<file path="config.mk">
export PLATFORM = sky130hd
export DESIGN_NAME = isp_uart_cmd_rx
export DESIGN_NICKNAME = d
export VERILOG_FILES = /design/src/rtl/isp_uart_pkg.sv /design/src/rtl/uart_rx_byte.sv /design/src/rtl/isp_uart_cmd_rx.sv
export SDC_FILE = /design/constraint.sdc
export NUM_CORES = 1
export LEC_CHECK = 0
export ABC_AREA = 1
export CAP_MARGIN = 40
export CORE_UTILIZATION = 50
export CTS_BUF_LIST = sky130_fd_sc_hd__clkbuf_8
export DETAILED_ROUTE_END_ITERATION = 7
export DONT_BUFFER_PORTS = 1
export SETUP_SLACK_MARGIN = 0.5
export SLEW_MARGIN = 20
export SYNTH_ARGS = -nofsm -noshare
export SYNTH_HDL_FRONTEND = slang
export SYNTH_SLANG_ARGS = --single-unit
</file>
<file path="constraint.sdc">
create_clock -name CLK -period 3.9 [get_ports CLK]
set_clock_uncertainty 0.1 [all_clocks]
set_input_delay 0.975 -clock CLK [delete_from_list [all_inputs] [get_ports CLK]]
set_output_delay 0.975 -clock CLK [all_outputs]
set_load 0.01 [all_outputs]
</file>
<file path="src/rtl/isp_uart_pkg.sv">
// Shared constants and state types for the ISP UART command receiver.
// frame_chk() gives the checksum byte that a command frame must carry.
package isp_uart_pkg;

  localparam logic [7:0]  SYNC_BYTE   = 8'hA5;
  localparam logic [7:0]  CMD_RESTART = 8'h52;
  localparam logic [15:0] RESTART_KEY = 16'hDEAD;

  typedef enum logic [2:0] {
    B_IDLE,
    B_START,
    B_DATA,
    B_STOP,
    B_BREAK
  } byte_state_t;

  typedef enum logic [2:0] {
    F_SYNC,
    F_CMD,
    F_AHI,
    F_ALO,
    F_CHK
  } frame_state_t;

  function automatic logic [7:0] frame_chk(input logic [7:0] cmd,
                                           input logic [7:0] arg_hi,
                                           input logic [7:0] arg_lo);
    return cmd ^ arg_hi ^ arg_lo;
  endfunction

endpackage

</file>
<file path="src/rtl/uart_rx_byte.sv">
// 8N1 UART byte receiver: the input synchroniser, the mid-bit sampling FSM and the bit counter.
// A stop bit that reads low raises a single FRAME_ERR, and the FSM then waits for the line to return high.
module uart_rx_byte
  import isp_uart_pkg::*;
#(
  parameter int BAUD_DIV = 434
) (
  input  logic       CLK,
  input  logic       RESET,
  input  logic       RXD,
  output logic [7:0] RX_DATA,
  output logic       RX_VALID,
  output logic       FRAME_ERR
);

  localparam int CW = $clog2(BAUD_DIV + 1);
  localparam logic [CW-1:0] HALF_BIT = CW'(BAUD_DIV / 2);
  localparam logic [CW-1:0] FULL_BIT = CW'(BAUD_DIV);
  localparam logic [CW-1:0] CNT_ONE  = CW'(1);

  logic [1:0]    sync_reg;
  logic          rxs;
  byte_state_t   state_reg, state_next;
  logic [CW-1:0] cnt_reg, cnt_next;
  logic [2:0]    bit_reg, bit_next;
  logic [7:0]    shift_reg, shift_next;
  logic          stop_done_reg, stop_done_next;
  logic          stop_bit_reg, stop_bit_next;
  logic [7:0]    rx_data_reg;
  logic          rx_valid_reg, frame_err_reg;
  logic          expire;

  assign rxs    = sync_reg[1];
  assign expire = (cnt_reg == CNT_ONE);

  always_comb begin
    state_next     = state_reg;
    cnt_next       = cnt_reg;
    bit_next       = bit_reg;
    shift_next     = shift_reg;
    stop_done_next = 1'b0;
    stop_bit_next  = stop_bit_reg;
    case (state_reg)
      B_IDLE: begin
        if (!rxs) begin
          state_next = B_START;
          cnt_next   = HALF_BIT;
        end
      end
      B_START: begin
        if (!expire) begin
          cnt_next = cnt_reg - CNT_ONE;
        end else if (rxs) begin
          state_next = B_IDLE;
        end else begin
          state_next = B_DATA;
          cnt_next   = FULL_BIT;
          bit_next   = 3'd0;
        end
      end
      B_DATA: begin
        if (!expire) begin
          cnt_next = cnt_reg - CNT_ONE;
        end else begin
          shift_next = {rxs, shift_reg[7:1]};
          cnt_next   = FULL_BIT;
          bit_next   = bit_reg + 3'd1;
          if (bit_reg == 3'd7) state_next = B_STOP;
        end
      end
      B_STOP: begin
        if (!expire) begin
          cnt_next = cnt_reg - CNT_ONE;
        end else begin
          // Result is reported one clock later from stop_done/stop_bit.
          stop_done_next = 1'b1;
          stop_bit_next  = rxs;
          state_next     = rxs ? B_IDLE : B_BREAK;
        end
      end
      B_BREAK: begin
        if (rxs) state_next = B_IDLE;
      end
      default: state_next = B_IDLE;
    endcase
  end

  always_ff @(posedge CLK) begin
    if (RESET) begin
      sync_reg      <= 2'b11;
      state_reg     <= B_IDLE;
      cnt_reg       <= '0;
      bit_reg       <= '0;
      shift_reg     <= '0;
      stop_done_reg <= 1'b0;
      stop_bit_reg  <= 1'b0;
      rx_data_reg   <= '0;
      rx_valid_reg  <= 1'b0;
      frame_err_reg <= 1'b0;
    end else begin
      sync_reg      <= {sync_reg[0], RXD};
      state_reg     <= state_next;
      cnt_reg       <= cnt_next;
      bit_reg       <= bit_next;
      shift_reg     <= shift_next;
      stop_done_reg <= stop_done_next;
      stop_bit_reg  <= stop_bit_next;
      rx_valid_reg  <= stop_done_reg & stop_bit_reg;
      frame_err_reg <= stop_done_reg & ~stop_bit_reg;
      if (stop_done_reg && stop_bit_reg) rx_data_reg <= shift_reg;
    end
  end

  assign RX_DATA   = rx_data_reg;
  assign RX_VALID  = rx_valid_reg;
  assign FRAME_ERR = frame_err_reg;

endmodule

</file>
<file path="src/rtl/isp_uart_cmd_rx.sv">
// Command-frame decoder on top of the UART byte receiver: A5, CMD, ARG_HI, ARG_LO, CHK.
// A valid restart frame (0x52 / 0xDEAD) raises RESTART_REQ alongside CMD_VALID.
module isp_uart_cmd_rx
  import isp_uart_pkg::*;
#(
  parameter int BAUD_DIV     = 434,
  parameter int TIMEOUT_BITS = 20
) (
  input  logic        CLK,
  input  logic        RESET,
  input  logic        RXD,
  output logic [7:0]  RX_DATA,
  output logic        RX_VALID,
  output logic        FRAME_ERR,
  output logic        CMD_VALID,
  output logic [7:0]  CMD_CODE,
  output logic [15:0] CMD_ARG,
  output logic        CHK_ERR,
  output logic        RESTART_REQ
);

  localparam int TIMEOUT_CYC = TIMEOUT_BITS * BAUD_DIV;
  localparam int TW          = $clog2(TIMEOUT_CYC + 1);
  localparam logic [TW-1:0] TIMEOUT_LIM = TW'(TIMEOUT_CYC);
  localparam logic [TW-1:0] IDLE_ONE    = TW'(1);

  frame_state_t  state_reg, state_next;
  logic [TW-1:0] idle_reg, idle_next;
  logic [7:0]    cmd_reg, cmd_next;
  logic [7:0]    ahi_reg, ahi_next;
  logic [7:0]    alo_reg, alo_next;
  logic [7:0]    code_reg, code_next;
  logic [15:0]   arg_reg, arg_next;
  logic          cmd_valid_reg, cmd_valid_next;
  logic          chk_err_reg, chk_err_next;
  logic          restart_reg, restart_next;

  uart_rx_byte #(
    .BAUD_DIV (BAUD_DIV)
  ) u_rx_byte (
    .CLK       (CLK),
    .RESET     (RESET),
    .RXD       (RXD),
    .RX_DATA   (RX_DATA),
    .RX_VALID  (RX_VALID),
    .FRAME_ERR (FRAME_ERR)
  );

  always_comb begin
    state_next     = state_reg;
    idle_next      = idle_reg;
    cmd_next       = cmd_reg;
    ahi_next       = ahi_reg;
    alo_next       = alo_reg;
    code_next      = code_reg;
    arg_next       = arg_reg;
    cmd_valid_next = 1'b0;
    chk_err_next   = 1'b0;
    restart_next   = 1'b0;

    // Inter-byte idle timer only matters while a frame is partially received.
    if (state_reg == F_SYNC || RX_VALID) idle_next = '0;
    else if (idle_reg != TIMEOUT_LIM)    idle_next = idle_reg + IDLE_ONE;

    if (FRAME_ERR) begin
      state_next = F_SYNC;
    end else if (RX_VALID) begin
      case (state_reg)
        F_SYNC: if (RX_DATA == SYNC_BYTE) state_next = F_CMD;
        F_CMD: begin
          cmd_next   = RX_DATA;
          state_next = F_AHI;
        end
        F_AHI: begin
          ahi_next   = RX_DATA;
          state_next = F_ALO;
        end
        F_ALO: begin
          alo_next   = RX_DATA;
          state_next = F_CHK;
        end
        F_CHK: begin
          if (RX_DATA == frame_chk(cmd_reg, ahi_reg, alo_reg)) begin
            cmd_valid_next = 1'b1;
            code_next      = cmd_reg;
            arg_next       = {ahi_reg, alo_reg};
            restart_next   = (cmd_reg == CMD_RESTART) && ({ahi_reg, alo_reg} == RESTART_KEY);
          end else begin
            chk_err_next = 1'b1;
          end
          state_next = F_SYNC;
        end
        default: state_next = F_SYNC;
      endcase
    end else if (idle_reg == TIMEOUT_LIM) begin
      state_next = F_SYNC;
    end
  end

  always_ff @(posedge CLK) begin
    if (RESET) begin
      state_reg     <= F_SYNC;
      idle_reg      <= '0;
      cmd_reg       <= '0;
      ahi_reg       <= '0;
      alo_reg       <= '0;
      code_reg      <= '0;
      arg_reg       <= '0;
      cmd_valid_reg <= 1'b0;
      chk_err_reg   <= 1'b0;
      restart_reg   <= 1'b0;
    end else begin
      state_reg     <= state_next;
      idle_reg      <= idle_next;
      cmd_reg       <= cmd_next;
      ahi_reg       <= ahi_next;
      alo_reg       <= alo_next;
      code_reg      <= code_next;
      arg_reg       <= arg_next;
      cmd_valid_reg <= cmd_valid_next;
      chk_err_reg   <= chk_err_next;
      restart_reg   <= restart_next;
    end
  end

  assign CMD_VALID   = cmd_valid_reg;
  assign CMD_CODE    = code_reg;
  assign CMD_ARG     = arg_reg;
  assign CHK_ERR     = chk_err_reg;
  assign RESTART_REQ = restart_reg;

endmodule

</file>
==> Word level (Yosys, flattened, before mapping) <==
Cells that the tools add are included.
{ "totals": {"in_bits": 3, "output_inout_bits": 37, "reg_bits": 105, "elab_cells": 108} }
{ "classes": {"addsub": 3, "mux": 26, "eq_ne": 26, "bitwise_logic": 10, "n_reduce_logical": 23} }
{ "ops": {"columns": ["operator", "n"], "rows": [
  ["9-bit 2-to-1 mux", 5],
  ["3-bit 2-to-1 mux", 13],
  ["9-bit one-hot mux with 4 select lines", 1],
  ["16-bit equality test, second input constant", 1],
  ["8-bit XOR", 2],
  ["3-bit one-hot mux with 5 select lines", 1],
  ["14-bit by 1-bit adder with 14-bit output, second input constant", 1],
  ["14-bit equality test, second input constant", 1],
  ["14-bit inequality test, second input constant", 1],
  ["3-bit by 2-bit equality test with 1-bit output, second input constant", 4],
  ["3-bit one-hot mux with 4 select lines", 1],
  ["4-bit AND reduction", 3],
  ["2-bit by 1-bit inequality test with 1-bit output, second input constant", 5],
  ["3-bit equality test, second input constant", 3],
  ["9-bit by 1-bit equality test with 1-bit output, second input constant", 1],
  ["3-bit AND reduction", 3],
  ["9-bit by 1-bit subtractor with 9-bit output, second input constant", 1],
  ["8-bit by 7-bit equality test with 1-bit output, second input constant", 1],
  ["8-bit equality test", 1],
  ["8-bit equality test, second input constant", 1],
  ["3-bit by 1-bit equality test with 1-bit output, second input constant", 2],
  ["3-bit logical NOT", 2],
  ["2-bit inequality test, second input constant", 3],
  ["3-bit inequality test, second input constant", 2],
  ["other kinds (15)", 29]
]} }

==> Logic depth before layout (Yosys ltp) <==
Gate-level depths: netlist (run 1).
{ "logic_depth": {"ltp_word": 5, "depth_mapped": 13, "mapped_depth_nobuf": 12} }

==> Hierarchy <==
From an unflattened synthesis (run 1), not the netlist that was laid out.
{ "hier_totals": {"cells_unflattened": 730, "hier_area_um2": 4998.5} }
{ "by_module_without_submodules": {"columns": ["module", "area_per_inst_um2", "n_inst", "seq_area_each_um2", "cells_per_inst"], "rows": [
  ["isp_uart_cmd_rx", 3248.1, 1, 1361.3, 496],
  ["uart_rx_byte", 1750.4, 1, 740.7, 234]
]} }

==> Worst setup path before layout (run 1) <==
No wires, ideal clock.
{ "synth_timing": {"kind": "input port to flip-flop", "startpoint": "in RESET", "endpoint": "reg u_rx_byte.shift_reg[7]", "path_buffers": 3, "t_required_ns": 3.729, "setup_time_ns": 0.071, "arrival_ns": 1.858, "path_slack_ns": 1.872, "stages": 6, "path_cell_list": "clkbuf_1 > inv_1 > clkbuf_1 > clkbuf_1 > o21ai_0 > a21oi_1"} }
{ "synth_rtl": {"columns": ["item", "line", "rtl"], "rows": [
  ["from (decl)", "isp_uart_cmd_rx.sv:10", "input logic RESET,"],
  ["to (signal assigned)", "uart_rx_byte.sv:105", "shift_reg <= shift_next;"],
  ["to (decl)", "uart_rx_byte.sv:26", "logic [7:0] shift_reg, shift_next;"]
]} }

==> Worst setup path after layout (run 1) <==
{ "layout_timing": {"startpoint": "reg u_rx_byte.rx_data_reg[5] (netlist: u_rx_byte.RX_DATA[5])", "endpoint": "reg code_reg[5] (netlist: CMD_CODE[5])"} }
{ "layout_via": {"elab_chain_cells": 2} }
{ "layout_lines": {"columns": ["item", "line", "rtl"], "rows": [
  ["from (decl)", "uart_rx_byte.sv:29", "logic [7:0] rx_data_reg;"],
  ["from (signal assigned)", "uart_rx_byte.sv:110", "if (stop_done_reg && stop_bit_reg) rx_data_reg <= shift_reg;"],
  ["8-bit equality test", "isp_uart_cmd_rx.sv:83", "if (RX_DATA == frame_chk(cmd_reg, ahi_reg, alo_reg)) begin"],
  ["4-bit AND reduction (no line)", null, null],
  ["to (signal assigned)", "isp_uart_cmd_rx.sv:118", "code_reg <= code_next;"],
  ["to (decl)", "isp_uart_cmd_rx.sv:32", "logic [7:0] code_reg, code_next;"]
]} }
No other way between the ends.
A chain may end at the register's enable or synchronous reset.

==> flow_metrics.tcl, run 1 <==
set metrics [dict create \
    p_int_mw 1.51 \
    min_from "u_rx_byte.sync_reg[0]" \
    maxCapViolations 0 \
    htreeDepth 3 \
    rr_startpoint "u_rx_byte.RX_DATA[5]" \
    grt_pass1_vias 3725 \
    antenna_cells 0 \
    ant_nets 0 \
    antenna_found_initial 0 \
    firstDrtPassIters 4 \
    cts.path.max_buffers 2 \
    die_x_um 100 \
    rsz0062_at_grt "false" \
    netlist_area_um2 4830 \
    grt.total_usage_pct 21.4 \
    ys_seq_area_share_pct 43.5 \
    worstPathArrival_ns 2.34 \
    hold-path-cell-count 1 \
    rr_worst_depth 11 \
    hp-class "flop to flop" \
    cts_root_buffer "clkbuf_8" \
    syn_avg_cell_area_um2 6.82 \
    post_cts_buffers 0 \
    regToRegSetupSlack_ns 1.72 \
    seqPwrFrac_pct 54.8 \
    drtIter0Drc 103 \
    hold_viol 0 \
    area_growth_syn_to_layout_pct 5.52 \
    finalSetupTns_ns 0 \
    clk_latency_ns 0.36 \
    switching_power_mw 0.514 \
    synth-seq-cells 105 \
    vias 4119 \
    drc 0 \
    core_um2 9280 \
    place_inst 818 \
    dp_hpwl_um 7170 \
    timing.slew.headroom_pct 54.7 \
    combPwrFrac_pct 9.8 \
    hold_end "u_rx_byte.sync_reg[1]" \
    period_share_pct 55.8 \
    n_fill_cell 936 \
    grt_max_degree 68 \
    cts_tree "yes" \
    final_common_cell "nand2_1" \
    power_density_nw_per_um2 398 \
    drive_gt1_share_pct 4.55 \
    numPortBuffers 0 \
    viasPerCell 4.95 \
    switching_share_pct 25.3 \
    rows 35 \
    p_leak_nw 2.23 \
    finalCriticalPeriod_ns 2.18 \
    ys_warn_count 0 \
    required_ns 4.06 \
    nets 709 \
    finalSetupViolCount 0 \
    die_h_um 100 \
    end_kind "flop" \
    clkPwrFrac_pct 35.5 \
    syn_nets 717 \
    whs_ns 0.316 \
    run_status "finished clean" \
    crit_type "flop to flop" \
    cts-buffers-inserted 9 \
    cts.sinks 105 \
    initial_core_util_pct 52.0 \
    avgRoutedWirePerCell_um 12.4 \
    cts_hold_buf 0 \
    clk_pin_slew_ns 0.10 \
    ys_types 30 \
    grt_pass1_wl_um 17100 \
    drv_slew 0 \
    critical_path.max_fanout 50 \
    largest_reg_flops 16 \
    gp_congestion 0.768 \
    io_pins 40 \
    start_kind "flop" \
    rr_endpoint "CMD_CODE[5]" \
    synth_cells 708 \
    wirelength_um 10300 \
    overflow 0 \
    layoutNonFillerInstCount 832 \
    ir_worst_vdd_mv 0.222 \
    post_cts_resized 0 \
    tightest_slew_ns 0.678 \
    mostFrequentLayoutCells "171 x nand2_1, 109 x nor2_1, 105 x dfxtp_1" \
    dieArea_um2 10100 \
    fmax_mhz 459 \
]
worst max-delay path, cell delays in order, from the launching register on:
cell and delay, ns:
dfxtp_1 0.49, inv_1 0.14, nand2_1 0.08, nand2_1 0.06, nand2_1 0.07, inv_1 0.04
nor2_1 0.11, nand2_1 0.10, nor2_4 0.12, nand3_4 0.42, nor2_1 0.29, nor2_1 0.07
metal layers:
layer,wire [um],vias up,track usage (%),part of all wire (%)
met2,4820,57,37.0,47
met3,272,15,2.65,2.6
met1,5020,1829,26.9,49
li1,-,2218,-,-
met4,208,0,8.92,2.0
met5,0,-,0,0
cell usage after synthesis:
cell,n,area (um^2)
clkbuf_1,8,30.0
nor3_2,3,30.0
xnor2_1,5,43.8
a21boi_0,1,7.51
inv_1,91,342
nor2_1,109,409
nand3_4,1,17.5
ha_1,6,75.1
clkinv_1,1,3.75
o21a_1,2,15.0
buf_6,3,33.8
nand3b_1,1,7.51
buf_1,1,3.75
nand2_1,171,642
or2_1,1,6.26
or2_2,4,25.0
nor2_2,4,25.0
a211oi_1,2,15.0
xor2_1,6,52.6
nor3_1,15,75.1
nand2_2,1,6.26
nand4_1,10,62.6
o21ai_0,59,295
nor4_1,2,12.5
nand3_1,23,115
buf_2,8,40.0
nor2_4,2,22.5
dfxtp_1,105,2100
a21oi_1,61,305
inv_2,2,7.51
power by group through the flow:
| stage | Clock, mW | Combinational (mW) | Sequential, mW |
|---|---|---|---|
| final | 0.719 | 0.198 | 1.11 |
| after global routing | 0.777 | 0.231 | 1.11 |
| after CTS | 0.745 | 0.198 | 1.11 |
| after detailed placement | 0 | 0.197 | 1.14 |
| after global placement | 0 | 0.196 | 1.13 |
| after floorplan | 0 | 0.167 | 1.13 |
kinds of logic (layout without fill, tap and decap cells):
kind of cell | count (synthesis) | count (layout) | share of synthesized area [%]
AOI/OAI and AO/OA | 125 | 125 | 13.2
xor gates and xnor gates | 11 | 11 | 2.00
buffers and inverters | 114 | 109 | 9.54
DFF | 105 | 105 | 43.5
and+or+nand+nor | 347 | 347 | 30.2
adders and majority gates | 6 | 6 | 1.55
through the flow:
stage | util (%) | area [um^2] | setup slack (ns) | total power [mW]
after floorplan | - | 4830 | 1.87 | 1.30
after global placement | 52.7 | 4890 | 1.73 | 1.33
after detailed placement | 52.7 | 4890 | 1.72 | 1.33
after CTS | 54.9 | 5090 | 1.70 | 2.05
after global routing | 54.9 | 5090 | 1.51 | 2.12
final | 54.9 | 5090 | 1.72 | 2.03
worst max path at each step:
stage,start,endpoint,slack (ns),cells past startpoint
2_1_floorplan,RESET,u_rx_byte.shift_reg[7],1.87,6
3_3_place_gp,u_rx_byte.RX_DATA[5],CMD_CODE[5],1.73,11
3_5_place_dp,u_rx_byte.RX_DATA[5],CMD_CODE[5],1.72,11
4_1_cts,u_rx_byte.RX_DATA[5],CMD_CODE[5],1.70,11
5_1_grt,u_rx_byte.RX_DATA[5],CMD_ARG[1],1.51,11
6_report,u_rx_byte.RX_DATA[5],CMD_CODE[5],1.72,11
final cells by class:
cell class | instances | area [um^2] | area share, %
Clock buffer | 9 | 124 | 2.43
Clock inverter | 5 | 81.3 | 1.60
Inverter | 94 | 353 | 6.93
Multi-Input combinational cell | 489 | 2270 | 44.5
Sequential cell | 105 | 2100 | 41.3
Tap cell | 129 | 161 | 3.17
Timing Repair Buffer | 1 | 7.51 | 0.147
(Power assumes the default switching activity.)
==> inputs of run 2 (changes only) <==
Clock period 3.9 ns to 2.2 ns, I/O delays scaled along.
==> flow_metrics.tcl, run 2 (same netlist as run 1, synthesis figures left out) <==
set metrics [dict create \
    cts.sinks 105 \
    start_kind "flop" \
    dp_hpwl_um 7660 \
    critPathMaxStageDelay_ns 0.36 \
    setup_ws_ns 0.474 \
    firstDrtPassIters 4 \
    finalCriticalPeriod_ns 1.73 \
    grt_pass1_vias 3827 \
    avgRoutedWirePerCell_um 13.6 \
    end_kind "flop" \
    rr_startpoint "ahi_reg[6]" \
    drv_slew 0 \
    numPortBuffers 0 \
    place_ws_ns 0.302 \
    hold_end "u_rx_byte.cnt_reg[1]" \
    tightest_slew_ns 0.512 \
    hold-path-cell-count 1 \
    min_from "RESET" \
    cts.path.max_buffers 2 \
    cp_num_buf_inv 1 \
    htreeDepth 3 \
    timing.slew.headroom_pct 65.8 \
    dieArea_um2 10100 \
    mostFrequentLayoutCells "152 x nand2_1, 95 x nor2_1, 86 x inv_1" \
    hp-class "input port to flop" \
    antenna_found_initial 0 \
    path_delay_family "simple AND/OR/NAND/NOR gates" \
    grt_max_degree 62 \
    grt_pass1_wl_um 18000 \
    p_leak_nw 2.49 \
    maxCapViolations 0 \
    gp_congestion 0.862 \
    final_area_um2 5680 \
    rr_endpoint "CMD_CODE[2]" \
    wirelength_um 11600 \
    fmax_mhz 579 \
    period_share_pct 78.4 \
    initial_core_util_pct 52.0 \
    grt.total_usage_pct 22.5 \
    crit_chain "or2_1 -> nand2_1 -> nand2_1 -> nand2_1 -> nand2_2 -> nor2_4 -> nand3_4 -> clkbuf_16 -> nor2_1 -> nor2_1" \
    core_um2 9280 \
    worstPathArrival_ns 1.90 \
    rr_worst_depth 10 \
    largest_reg_flops 16 \
    overflow 0 \
    io_pins 40 \
    met2_length_um 5800 \
    vias 4321 \
    cts-buffers-inserted 9 \
    drive_gt1_share_pct 19.1 \
    viasPerCell 5.04 \
    clk_pin_slew_ns 0.11 \
    power_density_nw_per_um2 676 \
    clk_latency_ns 0.37 \
    cp_common_cell "nand2_1" \
    dpl_cell_area_um2 5000 \
    cts_root_buffer "clkbuf_8" \
    critical_path.max_fanout 12 \
    top_layer "met4" \
    drc 0 \
    cp_slowest_cell "dfxtp_4" \
    ant_nets 0 \
    hold_viol 0 \
    antenna_cells 0 \
    met1_length_um 5340 \
    crit_type "flop to flop" \
    regToRegSetupSlack_ns 0.47 \
    finalSetupViolCount 0 \
    final_common_cell "nand2_1" \
    required_ns 2.38 \
    met3_length_um 289 \
    n_fill_cell 871 \
    rows 35 \
    area_growth_syn_to_layout_pct 17.5 \
    cts_tree "yes" \
    finalSetupTns_ns 0 \
    die_x_um 100 \
    drtIter0Drc 138 \
    die_h_um 100 \
    ir_worst_vdd_mv 0.376 \
    rsz0062_at_grt "true" \
    nets 733 \
    run_status "finished clean" \
]
[run 2: cell count changes in the layout (fill, tap and decap cells not counted), sizes merged]
cell      change
inv           +2
buf          +21
clkinvlp      -1
clkbuf        +4
[run 2: metal layers]
| layer | vias to the layer above | GRT usage, % |
|---|---|---|
| li1 | 2266 | - |
| met5 | - | 0 |
| met2 | 62 | 37.3 |
| met4 | 0 | 10.0 |
| met3 | 15 | 2.86 |
| met1 | 1978 | 29.3 |
[run 2: power by group]
part           total [mW]  switching, mW  internal (mW)
Sequential           1.97         0.0403           1.93
Combinational       0.492          0.308          0.184
Clock                1.37          0.685          0.687
Total                3.84           1.03           2.80
[run 2: repair_timing]
| action | in CTS | in global routing |
|---|---|---|
| endpoints found under the setup margin | 37 | 66 |
| hold buffers | 0 | 0 |
| pin swaps | 0 | 8 |
| gates cloned | 0 | 5 |
| resized for setup | 14 | 99 |
| setup buffers | 0 | 7 |
[run 2: stage by stage]
step	power, mW	cells	hold slack (ns)	utilization, %
global placement	2.37	830	0.311	53.9
detailed placement	2.38	830	0.302	53.9
CTS	3.75	846	0.120	56.7
finish	3.84	858	0.132	61.1
global route	4.01	858	0.121	61.1
floorplan	2.30	708	0.289	-
[run 2: how the worst max path moves through the flow]
stage / startpoint / endpoint / slack (ns) / cells after the start
global placement: u_rx_byte.RX_DATA[6] / CMD_ARG[14] / 0.32 / 12
detailed placement: u_rx_byte.RX_DATA[6] / CMD_ARG[14] / 0.30 / 12
finish: ahi_reg[6] / CMD_CODE[2] / 0.47 / 10
CTS: u_rx_byte.cnt_reg[1] / u_rx_byte.cnt_reg[6] / 0.49 / 11
floorplan: RESET / u_rx_byte.shift_reg[7] / 0.60 / 6
global route: ahi_reg[6] / CMD_ARG[11] / 0.36 / 11
[run 2: layout make-up]
type	count	area, um^2	share of cell area, %
Tap cell	129	161	2.84
Clock inverter	6	95.1	1.68
Sequential cell	105	2150	38.0
Multi-Input combinational cell	489	2490	43.9
Clock buffer	10	138	2.43
Inverter	94	357	6.28
Timing Repair Buffer	25	278	4.89
==> inputs of run 3 (changes only) <==
Clock period 2.2 ns to 1.8 ns, I/O delays scaled along.
==> flow_metrics.tcl, run 3 (same netlist as run 1, synthesis figures left out) <==
set metrics [dict create \
    required_ns 1.97 \
    cts.path.max_buffers 2 \
    run_status "finished clean" \
    tightest_slew_ns 0.581 \
    p_int_mw 3.36 \
    io_pins 40 \
    numPortBuffers 0 \
    hp-class "input port to flop" \
    core_um2 9280 \
    hold-path-cell-count 1 \
    rsz0062_at_grt "true" \
    start_kind "flop" \
    final_common_cell "nand2_1" \
    switching_share_pct 30.1 \
    drc 0 \
    grt.total_usage_pct 25.5 \
    drv_slew 0 \
    cts_root_buffer "clkbuf_8" \
    critical_path.max_fanout 29 \
    crit_type "flop to flop" \
    htreeDepth 3 \
    mostFrequentLayoutCells "136 x nand2_1, 85 x nor2_1, 69 x inv_1" \
    seqPwrFrac_pct 50.0 \
    initial_core_util_pct 52.0 \
    grt_max_degree 56 \
    antenna_cells 0 \
    overflow 0 \
    nets 787 \
    grt_pass1_vias 4209 \
    hold_end "u_rx_byte.cnt_reg[1]" \
    period_share_pct 97.1 \
    vias 4768 \
    fmax_mhz 572 \
    timing.slew.headroom_pct 61.3 \
    regToRegSetupSlack_ns 0.05 \
    die_x_um 100 \
    hold_viol 0 \
    clkPwrFrac_pct 32.7 \
    p_leak_nw 2.81 \
    largest_reg_flops 16 \
    finalCriticalPeriod_ns 1.75 \
    worstPathArrival_ns 1.92 \
    dp_hpwl_um 7720 \
    met1_length_um 6140 \
    gp_congestion 0.808 \
    combPwrFrac_pct 17.2 \
    end_kind "flop" \
    met2_length_um 6710 \
    drive_gt1_share_pct 42.7 \
    die_h_um 100 \
    maxCapViolations 0 \
    clk_latency_ns 0.37 \
    rr_startpoint "u_rx_byte.RX_DATA[5]" \
    finalSetupViolCount 0 \
    n_fill_cell 739 \
    cts_hold_buf 0 \
    finalSetupTns_ns 0 \
    antenna_found_initial 0 \
    firstDrtPassIters 4 \
    switching_power_mw 1.45 \
    ir_worst_vdd_mv 0.575 \
    cts.sinks 105 \
    rr_worst_depth 12 \
    crit_start "u_rx_byte.RX_DATA[5]" \
    rr_endpoint "CMD_ARG[2]" \
    viasPerCell 5.23 \
    min_from "RESET" \
    area_growth_syn_to_layout_pct 41.5 \
    grt_pass1_wl_um 20300 \
    layoutNonFillerInstCount 912 \
    power_density_nw_per_um2 703 \
    top_layer "met4" \
    clk_pin_slew_ns 0.11 \
    dieArea_um2 10100 \
    ant_nets 0 \
    rows 35 \
    drtIter0Drc 282 \
    avgRoutedWirePerCell_um 14.9 \
    cts_tree "yes" \
    wirelength_um 13600 \
    place_inst 841 \
    met3_length_um 443 \
    cts-buffers-inserted 9 \
]
[run 3: final cells by class]
cell class	instances	area, um^2	share of cell area [%]
multi-input combinational	490	3020	44.2
sequential	105	2220	32.5
timing repair buffer	77	816	11.9
inverter	94	394	5.77
tap	129	161	2.36
clock buffer	9	124	1.81
clock inverter	7	86.3	1.26
timing repair inverter	1	11.3	0.165
[run 3: routing by layer]
| layer | global-route usage [%] | vias to the layer above |
|---|---|---|
| li1 | - | 2384 |
| met4 | 8.58 | 0 |
| met2 | 41.3 | 110 |
| met3 | 3.13 | 25 |
| met1 | 35.3 | 2249 |
| met5 | 0 | - |
[run 3: critical path, cell delays in order, from the launching register on]
cell     delay, ns
dfxtp_4       0.41
inv_2         0.04
nand2_1       0.05
nand2_1       0.07
nand2_1       0.08
inv_1         0.04
nor2_1        0.08
nand2_1       0.09
nor2_4        0.14
nand3_4       0.15
buf_12        0.21
nor2_1        0.13
nor2_1        0.06
[run 3: worst max-delay path by stage]
stage | slack, ns | end | depth (start not counted)
final | 0.05 | CMD_ARG[2] | 12
after floorplan | 0.34 | u_rx_byte.cnt_reg[7] | 10
after global routing | -0.09 | CMD_ARG[2] | 13
after CTS | 0.11 | CMD_CODE[1] | 10
after detailed placement | 0.09 | CMD_CODE[1] | 12
after global placement | 0.06 | CMD_ARG[1] | 12
[run 3: power groups by stage]
| stage | Clock (mW) | Combinational, mW | Sequential (mW) |
|---|---|---|---|
| after floorplan | 0 | 0.392 | 2.45 |
| after global placement | 0 | 0.463 | 2.46 |
| after detailed placement | 0 | 0.468 | 2.46 |
| after CTS | 1.59 | 0.670 | 2.41 |
| after global routing | 1.68 | 0.904 | 2.41 |
| final | 1.57 | 0.829 | 2.40 |
[run 3: timing repair]
| action | in CTS | in global routing |
|---|---|---|
| setup endpoints to repair | 130 | 130 |
| pin swaps | 42 | 41 |
| gates resized for setup | 192 | 136 |
| buffers inserted | 31 | 18 |
| gates cloned | 4 | 2 |
[run 3: metrics by stage]
step | total power [mW] | setup slack (ns) | hold slack [ns] | util (%) | area, um^2
floorplan | 2.84 | 0.335 | 0.289 | - | 4980
global placement | 2.93 | 0.0642 | 0.298 | 55.7 | 5170
detailed placement | 2.93 | 0.0933 | 0.299 | 55.7 | 5170
CTS | 4.67 | 0.107 | 0.0141 | 66.6 | 6180
global route | 5.00 | -0.0869 | 0.0104 | 73.6 | 6830
finish | 4.81 | 0.0514 | 0.0335 | 73.6 | 6830
